--- src/rtl/stdp_pkg.sv ---
`default_nettype none
// ============================================================================
// Module   : stdp_pkg
// Purpose  : Shared widths, the invalid-age marker and the FSM state encoding
//            for the STDP pair scheduler.
// Revision : 1.0 - initial release
// ============================================================================
package stdp_pkg;

  localparam int TS_W = 8;
  localparam logic [TS_W-1:0] AGE_INVALID = 8'd255;

  typedef enum logic [2:0] {
    ST_IDLE = 3'd0,
    ST_SCAN = 3'd1,
    ST_REQ  = 3'd2,
    ST_RESP = 3'd3,
    ST_WB   = 3'd4
  } state_t;

endpackage
`default_nettype wire

--- src/rtl/stdp_age_tracker.sv ---
`default_nettype none
// ============================================================================
// Module   : stdp_age_tracker
// Purpose  : Saturating per-input spike age. Cleared by a presynaptic spike on
//            a tick, otherwise incremented per tick until it reaches the
//            invalid marker.
// Revision : 1.0 - initial release
// ============================================================================
module stdp_age_tracker
  import stdp_pkg::*;
(
  input  logic            clk,
  input  logic            rst,
  input  logic            tick,
  input  logic            pre_fire,
  output logic [TS_W-1:0] age_next
);

  logic [TS_W-1:0] age_q, age_d;

  // Next age: a spike wins over aging; saturate at the invalid marker
  always_comb begin
    age_d = age_q;
    if (tick) begin
      if (pre_fire)
        age_d = '0;
      else if (age_q != AGE_INVALID)
        age_d = age_q + 1'b1;
    end
  end

  // Age register, invalid out of reset
  always_ff @(posedge clk or posedge rst) begin
    if (rst) age_q <= AGE_INVALID;
    else     age_q <= age_d;
  end

  // Post-update value so a same-tick pre spike pairs with age 0
  assign age_next = age_d;

endmodule
`default_nettype wire

--- src/rtl/stdp_pair_scheduler.sv ---
`default_nettype none
// ============================================================================
// Module   : stdp_pair_scheduler
// Purpose  : Tracks pre/post spike timing, and on each post event scans a
//            frozen snapshot of pre ages, issuing one pair request per
//            eligible input to an external STDP engine and writing the
//            returned weight back into the local weight table.
// Revision : 1.0 - initial release
// ============================================================================
module stdp_pair_scheduler
  import stdp_pkg::*;
#(
  parameter int N_PRE  = 8,
  parameter int WINDOW = 20
) (
  input  logic                     clk,
  input  logic                     rst,
  input  logic                     tick,
  input  logic [N_PRE-1:0]         pre_fire,
  input  logic                     post_fire,
  input  logic                     wload_en,
  input  logic [$clog2(N_PRE)-1:0] wload_addr,
  input  logic [7:0]               wload_data,
  output logic                     wload_ready,
  input  logic [$clog2(N_PRE)-1:0] rd_addr,
  output logic [7:0]               rd_data,
  output logic                     req_valid,
  output logic [7:0]               pre_spike,
  output logic [7:0]               post_spike,
  output logic [7:0]               weight,
  output logic [7:0]               neuron_number,
  input  logic                     stdp_wait,
  input  logic                     resp_valid,
  input  logic [7:0]               updated_weight,
  output logic                     busy,
  output logic                     overflow
);

  localparam int IW = $clog2(N_PRE);
  localparam logic [IW-1:0]   IDX_LAST = IW'(N_PRE - 1);
  localparam logic [TS_W-1:0] WIN      = TS_W'(WINDOW);

  state_t          state_q, state_d;
  logic [IW-1:0]   idx_q, idx_d;
  logic [TS_W-1:0] now_q, now_d;
  logic [TS_W-1:0] post_ts_q, post_ts_d, pend_ts_q, pend_ts_d;
  logic [TS_W-1:0] age_nxt   [N_PRE];
  logic [TS_W-1:0] snap_q    [N_PRE];
  logic [TS_W-1:0] snap_d    [N_PRE];
  logic [TS_W-1:0] pend_age_q[N_PRE];
  logic [TS_W-1:0] pend_age_d[N_PRE];
  logic [7:0]      w_q       [N_PRE];
  logic [7:0]      w_d       [N_PRE];
  logic            pend_q, pend_d, ovf_q, ovf_d;
  logic [7:0]      cap_q, cap_d;
  logic            req_valid_q, req_valid_d, busy_q, busy_d, ready_q, ready_d;
  logic [7:0]      pre_spike_q, pre_spike_d, post_spike_q, post_spike_d;
  logic [7:0]      weight_q, weight_d, nn_q, nn_d;
  logic            post_ev;
  logic [TS_W-1:0] post_ts_now;

  genvar gi;
  generate
    for (gi = 0; gi < N_PRE; gi++) begin : g_age
      stdp_age_tracker u_age (
        .clk      (clk),
        .rst      (rst),
        .tick     (tick),
        .pre_fire (pre_fire[gi]),
        .age_next (age_nxt[gi])
      );
    end
  endgenerate

  assign post_ev     = tick & post_fire;
  assign post_ts_now = now_q + 1'b1;

  // Next-state, snapshot/pending bookkeeping, weight table and output staging
  always_comb begin
    state_d      = state_q;
    idx_d        = idx_q;
    now_d        = tick ? post_ts_now : now_q;
    post_ts_d    = post_ts_q;
    pend_ts_d    = pend_ts_q;
    snap_d       = snap_q;
    pend_age_d   = pend_age_q;
    w_d          = w_q;
    pend_d       = pend_q;
    ovf_d        = ovf_q;
    cap_d        = cap_q;
    pre_spike_d  = pre_spike_q;
    post_spike_d = post_spike_q;
    weight_d     = weight_q;
    nn_d         = nn_q;

    // Post events arriving while busy park in a one-deep buffer
    if (state_q != ST_IDLE && post_ev) begin
      if (!pend_q) begin
        pend_d     = 1'b1;
        pend_age_d = age_nxt;
        pend_ts_d  = post_ts_now;
      end else begin
        ovf_d = 1'b1;
      end
    end

    case (state_q)
      ST_IDLE: begin
        if (wload_en) w_d[wload_addr] = wload_data;
        if (pend_q) begin
          // Serve the parked event; a coincident new event takes its slot
          state_d   = ST_SCAN;
          idx_d     = '0;
          snap_d    = pend_age_q;
          post_ts_d = pend_ts_q;
          pend_d    = post_ev;
          if (post_ev) begin
            pend_age_d = age_nxt;
            pend_ts_d  = post_ts_now;
          end
        end else if (post_ev) begin
          state_d   = ST_SCAN;
          idx_d     = '0;
          snap_d    = age_nxt;
          post_ts_d = post_ts_now;
        end
      end
      ST_SCAN: begin
        if (snap_q[idx_q] <= WIN) begin
          state_d      = ST_REQ;
          pre_spike_d  = post_ts_q - snap_q[idx_q];
          post_spike_d = post_ts_q;
          weight_d     = w_q[idx_q];
          nn_d         = {{(8-IW){1'b0}}, idx_q};
        end else if (idx_q == IDX_LAST) begin
          state_d = ST_IDLE;
        end else begin
          idx_d = idx_q + 1'b1;
        end
      end
      ST_REQ: begin
        if (!stdp_wait) state_d = ST_RESP;
      end
      ST_RESP: begin
        if (resp_valid) begin
          cap_d   = updated_weight;
          state_d = ST_WB;
        end
      end
      ST_WB: begin
        w_d[idx_q] = cap_q;
        if (idx_q == IDX_LAST) begin
          state_d = ST_IDLE;
        end else begin
          idx_d   = idx_q + 1'b1;
          state_d = ST_SCAN;
        end
      end
      default: state_d = ST_IDLE;
    endcase

    req_valid_d = (state_d == ST_REQ);
    busy_d      = (state_d != ST_IDLE);
    ready_d     = (state_d == ST_IDLE);
  end

  // State, tables and registered outputs; reset abandons any transaction
  always_ff @(posedge clk or posedge rst) begin
    if (rst) begin
      state_q      <= ST_IDLE;
      idx_q        <= '0;
      now_q        <= '0;
      post_ts_q    <= '0;
      pend_ts_q    <= '0;
      pend_q       <= 1'b0;
      ovf_q        <= 1'b0;
      cap_q        <= '0;
      req_valid_q  <= 1'b0;
      busy_q       <= 1'b0;
      ready_q      <= 1'b1;
      pre_spike_q  <= '0;
      post_spike_q <= '0;
      weight_q     <= '0;
      nn_q         <= '0;
      for (int i = 0; i < N_PRE; i++) begin
        snap_q[i]     <= AGE_INVALID;
        pend_age_q[i] <= AGE_INVALID;
        w_q[i]        <= '0;
      end
    end else begin
      state_q      <= state_d;
      idx_q        <= idx_d;
      now_q        <= now_d;
      post_ts_q    <= post_ts_d;
      pend_ts_q    <= pend_ts_d;
      pend_q       <= pend_d;
      ovf_q        <= ovf_d;
      cap_q        <= cap_d;
      req_valid_q  <= req_valid_d;
      busy_q       <= busy_d;
      ready_q      <= ready_d;
      pre_spike_q  <= pre_spike_d;
      post_spike_q <= post_spike_d;
      weight_q     <= weight_d;
      nn_q         <= nn_d;
      snap_q       <= snap_d;
      pend_age_q   <= pend_age_d;
      w_q          <= w_d;
    end
  end

  assign rd_data       = w_q[rd_addr];
  assign wload_ready   = ready_q;
  assign req_valid     = req_valid_q;
  assign busy          = busy_q;
  assign overflow      = ovf_q;
  assign pre_spike     = pre_spike_q;
  assign post_spike    = post_spike_q;
  assign weight        = weight_q;
  assign neuron_number = nn_q;

endmodule
`default_nettype wire

--- config.mk ---
export PLATFORM = sky130hd
export DESIGN_NAME = stdp_pair_scheduler
export DESIGN_NICKNAME = d
export VERILOG_FILES = /design/src/rtl/stdp_pkg.sv /design/src/rtl/stdp_age_tracker.sv /design/src/rtl/stdp_pair_scheduler.sv
export SDC_FILE = /design/constraint.sdc
export NUM_CORES = 1
export LEC_CHECK = 0
export ABC_AREA = 1
export CORE_UTILIZATION = 30
export DETAILED_ROUTE_END_ITERATION = 7
export HOLD_SLACK_MARGIN = 0.05
export PLACE_DENSITY_LB_ADDON = 0.15
export SLEW_MARGIN = 30
export SYNTH_ARGS = -nofsm -noshare
export SYNTH_HDL_FRONTEND = slang
export SYNTH_SLANG_ARGS = --single-unit
--- constraint.sdc ---
create_clock -name clk -period 14.71 [get_ports clk]
set_clock_uncertainty 0.2 [all_clocks]
set_input_delay 2.942 -clock clk [delete_from_list [all_inputs] [get_ports clk]]
set_output_delay 2.942 -clock clk [all_outputs]
set_load 0.05 [all_outputs]
* Yosys cells after proc, flatten, opt, wreduce, memory -nomap -nowiden
Cells that the tools add are included.
Storage, ports and cells: flip-flop bits (word level) 326, logic and storage cells 172, output and inout bits 44
Cells by class: equal/unequal tests 17, bitwise gates (word level) 4, $lt $le $gt $ge 6, add/subtract/negate cells 11, muxes and demuxes 71, reduce and logical (&&, ||, !) cells 16
Operator list (number):
- $mux 64 | 8
- $mux 8 | 39
- $bwmux 64 | 2
- $pmux 64 s2 | 1
- $add 8x1->8 const B | 9
- $bmux 8 s3 | 3
- $ne 8x8->1 const B | 8
- $demux 8 s3 | 2
- $mux 3 | 10
- $pmux 3 s5 | 1
- $ge 4x4->1 const B | 3
- $not 3->4 | 3
- $reduce_and 2->1 | 5
- $eq 3x2->1 const B | 3
- $pmux 3 s3 | 1
- $reduce_bool 3->1 | 3
- $le 8x5->1 const B | 1
- $lt 4x1->1 const B | 2
- $sub 8x8->8 | 1
- $eq 3x3->1 const B | 2
- $logic_not 3->1 | 2
- $mux 1 | 4
- $ne 2x2->1 const B | 2
- $reduce_bool 2->1 | 2
- 6 further kinds | 8

* Logic depth before layout (Yosys ltp)
Gate-level depths: netlist of run 1.
depth in word-level cells 9, gate-level depth with buffers 17, mapped depth without buffers 16

* Cells and area by module
Synthesis of run 1 repeated with hierarchy kept, for this count alone.
Second synthesis, totals: cell total of the unflattened synthesis 2300, area, all modules 18131.1 um2
Modules (own cells, without submodules):
- stdp_pair_scheduler | area an instance 13726.9 um2, cells each 1700, sequential area each 6717.7 um2, instances 1
- stdp_age_tracker | area an instance 550.5 um2, cells each 75, sequential area each 210.2 um2, instances 8

* Worst setup path before layout of run 1
Ideal clock, no wire load.
path kind in2out, from input port rd_addr[0], to output port rd_data[4], slack 6.837 ns, data arrival time 4.731 ns, stages 8, cell sequence clkbuf_1 inv_1 clkbuf_1 clkbuf_1 o21ai_0 nand2_1 nor2_1 a31oi_1
Between the ends: longest elaborated chain between the ends 4
RTL lines:
- from (decl) | line stdp_pair_scheduler.sv:25 | input logic [$clog2(N_PRE)-1:0] rd_addr,
- $not 3->4 (not written as such) | line stdp_pair_scheduler.sv:212 | assign rd_data = w_q[rd_addr];
- $bmux 8 s3 | line stdp_pair_scheduler.sv:212
- $mux 8 (not written as such) (2 in a row) | line stdp_pair_scheduler.sv:212
- to (decl) | line stdp_pair_scheduler.sv:26 | output logic [7:0] rd_data,
No other way between the ends. The select of a mux whose other input is x is not followed.

* Worst setup path after layout of run 1
from input port rd_addr[1], to output port rd_data[6]
The elaborated chain is that of the path after synthesis.

==> flow_summary.toml, run 1 <==
[floorplan]
dieHeight_um = 244
die_width_um = 244
initial_utilization = 0.304
dieArea_um2 = 59400
core-area_um2 = 57700
design.portCount = 81
placement_rows = 88

[sta]
report.final.slew_viol_count = 0
slew_headroom = 0.356
max_freq_mhz = 112
worst_pin_slew_ns = 0.965
timing.final.ws_setup_ns = 5.81
timing.final.hold_violations = 0
finalSetupViolations = 0
setup_tns_ns = 0
layout_worst_path_cycle_share = 0.605
rsz0062_at_grt = "no"
final.hold.worst_slack_ns = 0.266
shortest_period_the_worst_path_allows_ns = 8.90

[worst_setup_path]
worst_setup_path_start_kind = "input pin"
critical_path.reg2reg.startpoint = "idx_q[1]"
critical_path.top_delay_family = "buffers and inverters"
cp-end-kind = "output pin"
ff2ff_path_depth = 6
timing_worst_setup_path_type = "input pin to output pin"
timing.critical_path.slowest_cell_delay_ns = 0.90
crit_buf_inv = 3
reg2reg_to = "w_q[30]"
worstPathArrival_ns = 5.75
worstPathCellList = "clkdlybuf4s50_1 > inv_1 > a21oi_1 > o21ai_0 > nand2_1 > nor2_1 > a31oi_1 > clkdlybuf4s50_1"
cp_max_fo = 18
critical_path.slowest_cell = "sky130_fd_sc_hd__clkdlybuf4s50_1"
setup.reg_to_reg.worst_slack_ns = 10.48
worst_ep_required_time_ns = 11.57
critical_path.most_common_cell = "sky130_fd_sc_hd__clkdlybuf4s50_1"

[final_layout]
flow.area_growth_from_synthesis_pct = 15.9
share_of_cells_above_drive_strength_1 = 0.142
final_area_um2 = 20300
antennaDiodeCount = 0
multi_input_comb_area_um2 = 7750
finalNetCount = 2335
instances_no_fill = 3072
final.fill_count = 6085
sequential_cell_area_um2 = 8400
layout_utilization = 0.352

[synth]
synth.ff_latch_count = 326
ys_seq_area_frac = 0.479
synth.yosys.warnings = 0
synth.avg_cell_area_um2 = 7.79
yosysTopAreaCellShare = 0.289
async_flop_share = 1.00
synth_edf_count = 0
synth.largest_area_cell = "sky130_fd_sc_hd__dfstp_2"
yosys_most_used_dff = "sky130_fd_sc_hd__dfstp_2"
post_synth_inst_count = 2251
post_synth_instance_area_um2 = 17500
synth.area.top_cells = "sky130_fd_sc_hd__dfstp_2 (29%), sky130_fd_sc_hd__dfrtp_1 (19%), sky130_fd_sc_hd__nand2_1 (14%), sky130_fd_sc_hd__o21ai_0 (8.4%), sky130_fd_sc_hd__inv_1 (5.2%)"
netlist-cell-type-count = 46

[run_status]
outcome = "finished, final reports clean"

[clocking]
cts_hold_buf = 0
ctsHtreeMaxLevel = 2
post-cts-setup-buffer-count = 0
post_cts_resize_count = 0
worst_skew_pair.late_latency_ns = 0.57
clockBufferDepth = 3
cts_buffers = 41
tritoncts = "yes"
cts_root_buffer = "sky130_fd_sc_hd__clkbuf_16"
cts.reportedPaths.clkPinSlew_ns = 0.06
cts_sinks = 326

[detailed_routing]
route.detailed.vias_per_inst = 5.03
route.antenna.remaining_nets = 0
finalWirelength_um = 57000
routedWlPerCell_um = 18.5
detail_route.iter0.violations = 1080
first_pass_iters = 5
post-route-drc-count = 0
vias = 15500

[run]
max_capacitance_violation_count = 0

[place]
routability_congestion = 0.931
count_of_placed_standard_cells_including_taps = 3001
detailedPlace.worstSlack_ns = 5.19
port-buffer-count = 75
detailed_place.area_um2 = 19000
dp_hpwl_um = 38100

[grt]
globalRouteOverflowTotal = 0
first_global_vias = 15100
grt_max_degree = 104
track_usage = 0.192
grt_first_pass_wirelength_um = 89700
antenna_found_initial = 0

[power]
totalPowerFinal_mw = 4.19
power_per_cell_area_nw_per_um2 = 206
leakage_component_of_the_power_nw = 8.86
ir_drop_v = 0.0000871

[min_path]
count_of_cells_along_the_worst_hold_path = 2
worst_hold_startpoint = "snap_q[54]"
hold-path-endpoint = "snap_q[54]"
hp-class = "register to register"
## layout by cell type, fill, tap and decap left out, types with 6 or more instances in the layout
cell type / count
sky130_fd_sc_hd__nand2_1: 644
sky130_fd_sc_hd__o21ai_0: 293
sky130_fd_sc_hd__inv_1: 243
sky130_fd_sc_hd__dfstp_2: 193
sky130_fd_sc_hd__dfrtp_1: 133
sky130_fd_sc_hd__nand3_1: 111
sky130_fd_sc_hd__nor2_1: 108
sky130_fd_sc_hd__o22ai_1: 79
sky130_fd_sc_hd__a21oi_1: 75
sky130_fd_sc_hd__clkdlybuf4s50_1: 73
sky130_fd_sc_hd__clkbuf_16: 44
sky130_fd_sc_hd__a22oi_1: 32
sky130_fd_sc_hd__nand4_1: 21
sky130_fd_sc_hd__o211ai_1: 20
sky130_fd_sc_hd__ha_1: 18
sky130_fd_sc_hd__o21ai_1: 17
sky130_fd_sc_hd__nor3_1: 16
sky130_fd_sc_hd__buf_4: 15
sky130_fd_sc_hd__mux2_2: 14
sky130_fd_sc_hd__xor2_1: 13
sky130_fd_sc_hd__a31oi_1: 12
sky130_fd_sc_hd__a221oi_1: 11
sky130_fd_sc_hd__o21bai_1: 10
sky130_fd_sc_hd__mux2i_1: 10
sky130_fd_sc_hd__clkbuf_1: 9
sky130_fd_sc_hd__inv_2: 8
sky130_fd_sc_hd__or2_2: 8
sky130_fd_sc_hd__clkbuf_8: 8
sky130_fd_sc_hd__o221ai_1: 6
sky130_fd_sc_hd__clkinv_2: 6
## flip-flops by register name, indices dropped and copies added (netlist names), 3 cells and up
register	count
cap_q	8
g_age.u_age.age_q	64
idx_q	3
neuron_number	3
now_q	8
pend_age_q	64
pend_ts_q	8
post_spike	8
post_ts_q	8
pre_spike	8
snap_q	64
state_q	3
w_q	64
weight	8
## tightest hold or removal path: stages, from the launching register on
cell and delay (ns):
sky130_fd_sc_hd__dfstp_2 0.37, sky130_fd_sc_hd__nand2_1 0.05, sky130_fd_sc_hd__nand2_1 0.05
## report_power, final
| part | internal, mW | switching (mW) |
|---|---|---|
| registers | 1.32 | 0.197 |
| logic | 0.505 | 1.13 |
| clock network | 0.618 | 0.415 |
| total | 2.45 | 1.75 |
## synthesized netlist by cell type (all sizes together), types with 11 or more instances
| cell type | count |
|---|---|
| nand2 | 645 |
| o21ai | 311 |
| inv | 253 |
| dfstp | 193 |
| dfrtp | 133 |
| nor2 | 115 |
| nand3 | 113 |
| o22ai | 79 |
| a21oi | 75 |
| clkbuf | 72 |
| buf | 41 |
| a22oi | 32 |
| nand4 | 21 |
| o211ai | 20 |
| ha | 18 |
| nor3 | 17 |
| mux2 | 15 |
| xor2 | 13 |
| a31oi | 12 |
| a221oi | 11 |
## logic make-up after synthesis
logic type / synth area share
simple gates: 0.212
flops: 0.479
xor+xnor: 0.00749
mux: 0.0153
compound gates: 0.189
other cells: 0.000214
fa+ha+maj: 0.0140
buf+inv: 0.0826
## worst max-delay path by stage
stage	start	endpoint	slack, ns	cells past startpoint
final	rd_addr[1]	rd_data[6]	5.81	8
after global routing	rd_addr[1]	rd_data[6]	5.60	8
after CTS	rd_addr[0]	rd_data[6]	5.17	8
after detailed placement	rd_addr[0]	rd_data[6]	5.19	8
after global placement	rd_addr[0]	rd_data[6]	5.21	8
after floorplan	rst	busy	2.86	1
## cell type report
class / instances / area share
sequential: 326 / 0.413
clock inverter: 10 / 0.00536
clock buffer: 61 / 0.0613
multi-input combinational: 1561 / 0.381
tap: 765 / 0.0471
inverter: 255 / 0.0475
timing repair buffer: 94 / 0.0442
## metal layers
metal | part of all wire | vias up | global-route usage | wire (um)
li1 | - | 7533 | - | -
met4 | 0.024 | 0 | 0.0590 | 1350
met1 | 0.46 | 7513 | 0.257 | 26200
met5 | 0 | - | 0 | 0
met3 | 0.039 | 85 | 0.0248 | 2210
met2 | 0.48 | 329 | 0.322 | 27200
No activity file was read; power rests on OpenSTA's default activity.
==> run 2: changes to the inputs <==
Clock period 14.71 ns to 9.1 ns, I/O delays scaled along.
==> flow_summary.toml, run 2 (synthesis gave the netlist of run 1 again) <==
[place]
count_of_placed_standard_cells_including_taps = 3008
routability_congestion = 0.904
port-buffer-count = 75
dp_hpwl_um = 36700

[final_layout]
layout_commonest_cell = "sky130_fd_sc_hd__nand2_1"
mostFrequentLayoutCells = "sky130_fd_sc_hd__nand2_1 (644), sky130_fd_sc_hd__o21ai_0 (293), sky130_fd_sc_hd__inv_1 (243)"
share_of_cells_above_drive_strength_1 = 0.145
antennaDiodeCount = 0
finalNetCount = 2344
flow.area_growth_from_synthesis_pct = 16.4
instances_no_fill = 3086
final.fill_count = 6101

[grt]
track_usage = 0.187
grt_max_degree = 151
antenna_found_initial = 1
globalRouteOverflowTotal = 0
grt_first_pass_wirelength_um = 88200
first_global_vias = 15000

[run_status]
outcome = "finished, final reports clean"

[power]
ir_drop_v = 0.000188
power_per_cell_area_nw_per_um2 = 331
leakage_component_of_the_power_nw = 8.92

[detailed_routing]
finalWirelength_um = 55500
route.detailed.vias_per_inst = 5.05
route.antenna.remaining_nets = 0
vias = 15600
post-route-drc-count = 0
routedWlPerCell_um = 18.0
first_pass_iters = 8
detail_route.iter0.violations = 1234

[sta]
report.final.slew_viol_count = 0
timing.final.hold_violations = 0
slew_headroom = 0.322
setup_tns_ns = 0
shortest_period_the_worst_path_allows_ns = 6.81
max_freq_mhz = 147
worst_pin_slew_ns = 1.01
finalSetupViolations = 0
final.hold.worst_slack_ns = 0.274
rsz0062_at_grt = "no"
layout_worst_path_cycle_share = 0.749

[worst_setup_path]
setup.reg_to_reg.worst_slack_ns = 4.97
timing_worst_setup_path_type = "input pin to output pin"
worst_setup_path_start_kind = "input pin"
worstPathArrival_ns = 4.79
cp_max_fo = 18
worst_ep_required_time_ns = 7.08
cp-end-kind = "output pin"

[floorplan]
dieHeight_um = 244
placement_rows = 88
initial_utilization = 0.304
design.portCount = 81
dieArea_um2 = 59400
core-area_um2 = 57700
die_width_um = 244

[clocking]
clockBufferDepth = 3
tritoncts = "yes"
worst_skew_pair.late_latency_ns = 0.59
cts_sinks = 326
cts.reportedPaths.clkPinSlew_ns = 0.06
post_cts_resize_count = 0
post-cts-setup-buffer-count = 0
cts_root_buffer = "sky130_fd_sc_hd__clkbuf_16"
cts_buffers = 43
cts_hold_buf = 0
ctsHtreeMaxLevel = 2

[min_path]
hp-class = "register to register"

[run]
max_capacitance_violation_count = 0
[run 2: worst paths after layout]
| kind | start | to | depth (start not counted) |
|---|---|---|---|
| min in group asynchronous | rst | post_spike[6] | 3 |
| setup / recovery | rd_addr[1] | rd_data[3] | 6 |
| max in group asynchronous | rst | w_q[29] | 4 |
| setup reg to reg | idx_q[1] | w_q[28] | 7 |
| hold / removal | snap_q[41] | snap_q[41] | 2 |
| hold reg to reg | snap_q[41] | snap_q[41] | 2 |
[run 2: cell type report]
class | instances | area, um2 | share of cell area
timing repair buffer | 101 | 970 | 0.0475
clock buffer | 65 | 1250 | 0.0612
sequential | 326 | 8400 | 0.412
clock inverter | 13 | 120 | 0.00589
inverter | 255 | 962 | 0.0472
tap | 765 | 957 | 0.0469
multi-input combinational | 1561 | 7740 | 0.380
[run 2: stage by stage]
step	area, um2	util	power, mW	worst slack [ns]
floorplan	17500	-	4.25	2.89
global placement	19000	0.329	5.06	2.46
detailed placement	19000	0.330	5.12	2.34
CTS	20400	0.354	6.83	2.34
global route	20400	0.354	7.26	2.10
finish	20400	0.354	6.74	2.29
[run 2: metal layers]
layer | GRT usage | wire length [um]
met4 | 0.0487 | 1210
met3 | 0.0382 | 3500
met1 | 0.269 | 26700
met2 | 0.284 | 24100
met5 | 0 | 0
[run 2: where the power goes]
group	internal, mW	switching (mW)
Clock	0.978	0.675
Combinational	0.829	1.82
Sequential	2.14	0.301
Total	3.95	2.80
[run 2: worst max-delay path, stage by stage]
cell	delay, ns
sky130_fd_sc_hd__clkdlybuf4s50_1	0.96
sky130_fd_sc_hd__inv_1	0.49
sky130_fd_sc_hd__a21oi_1	0.23
sky130_fd_sc_hd__o21ai_0	0.10
sky130_fd_sc_hd__a31oi_1	0.31
sky130_fd_sc_hd__clkdlybuf4s50_1	0.86
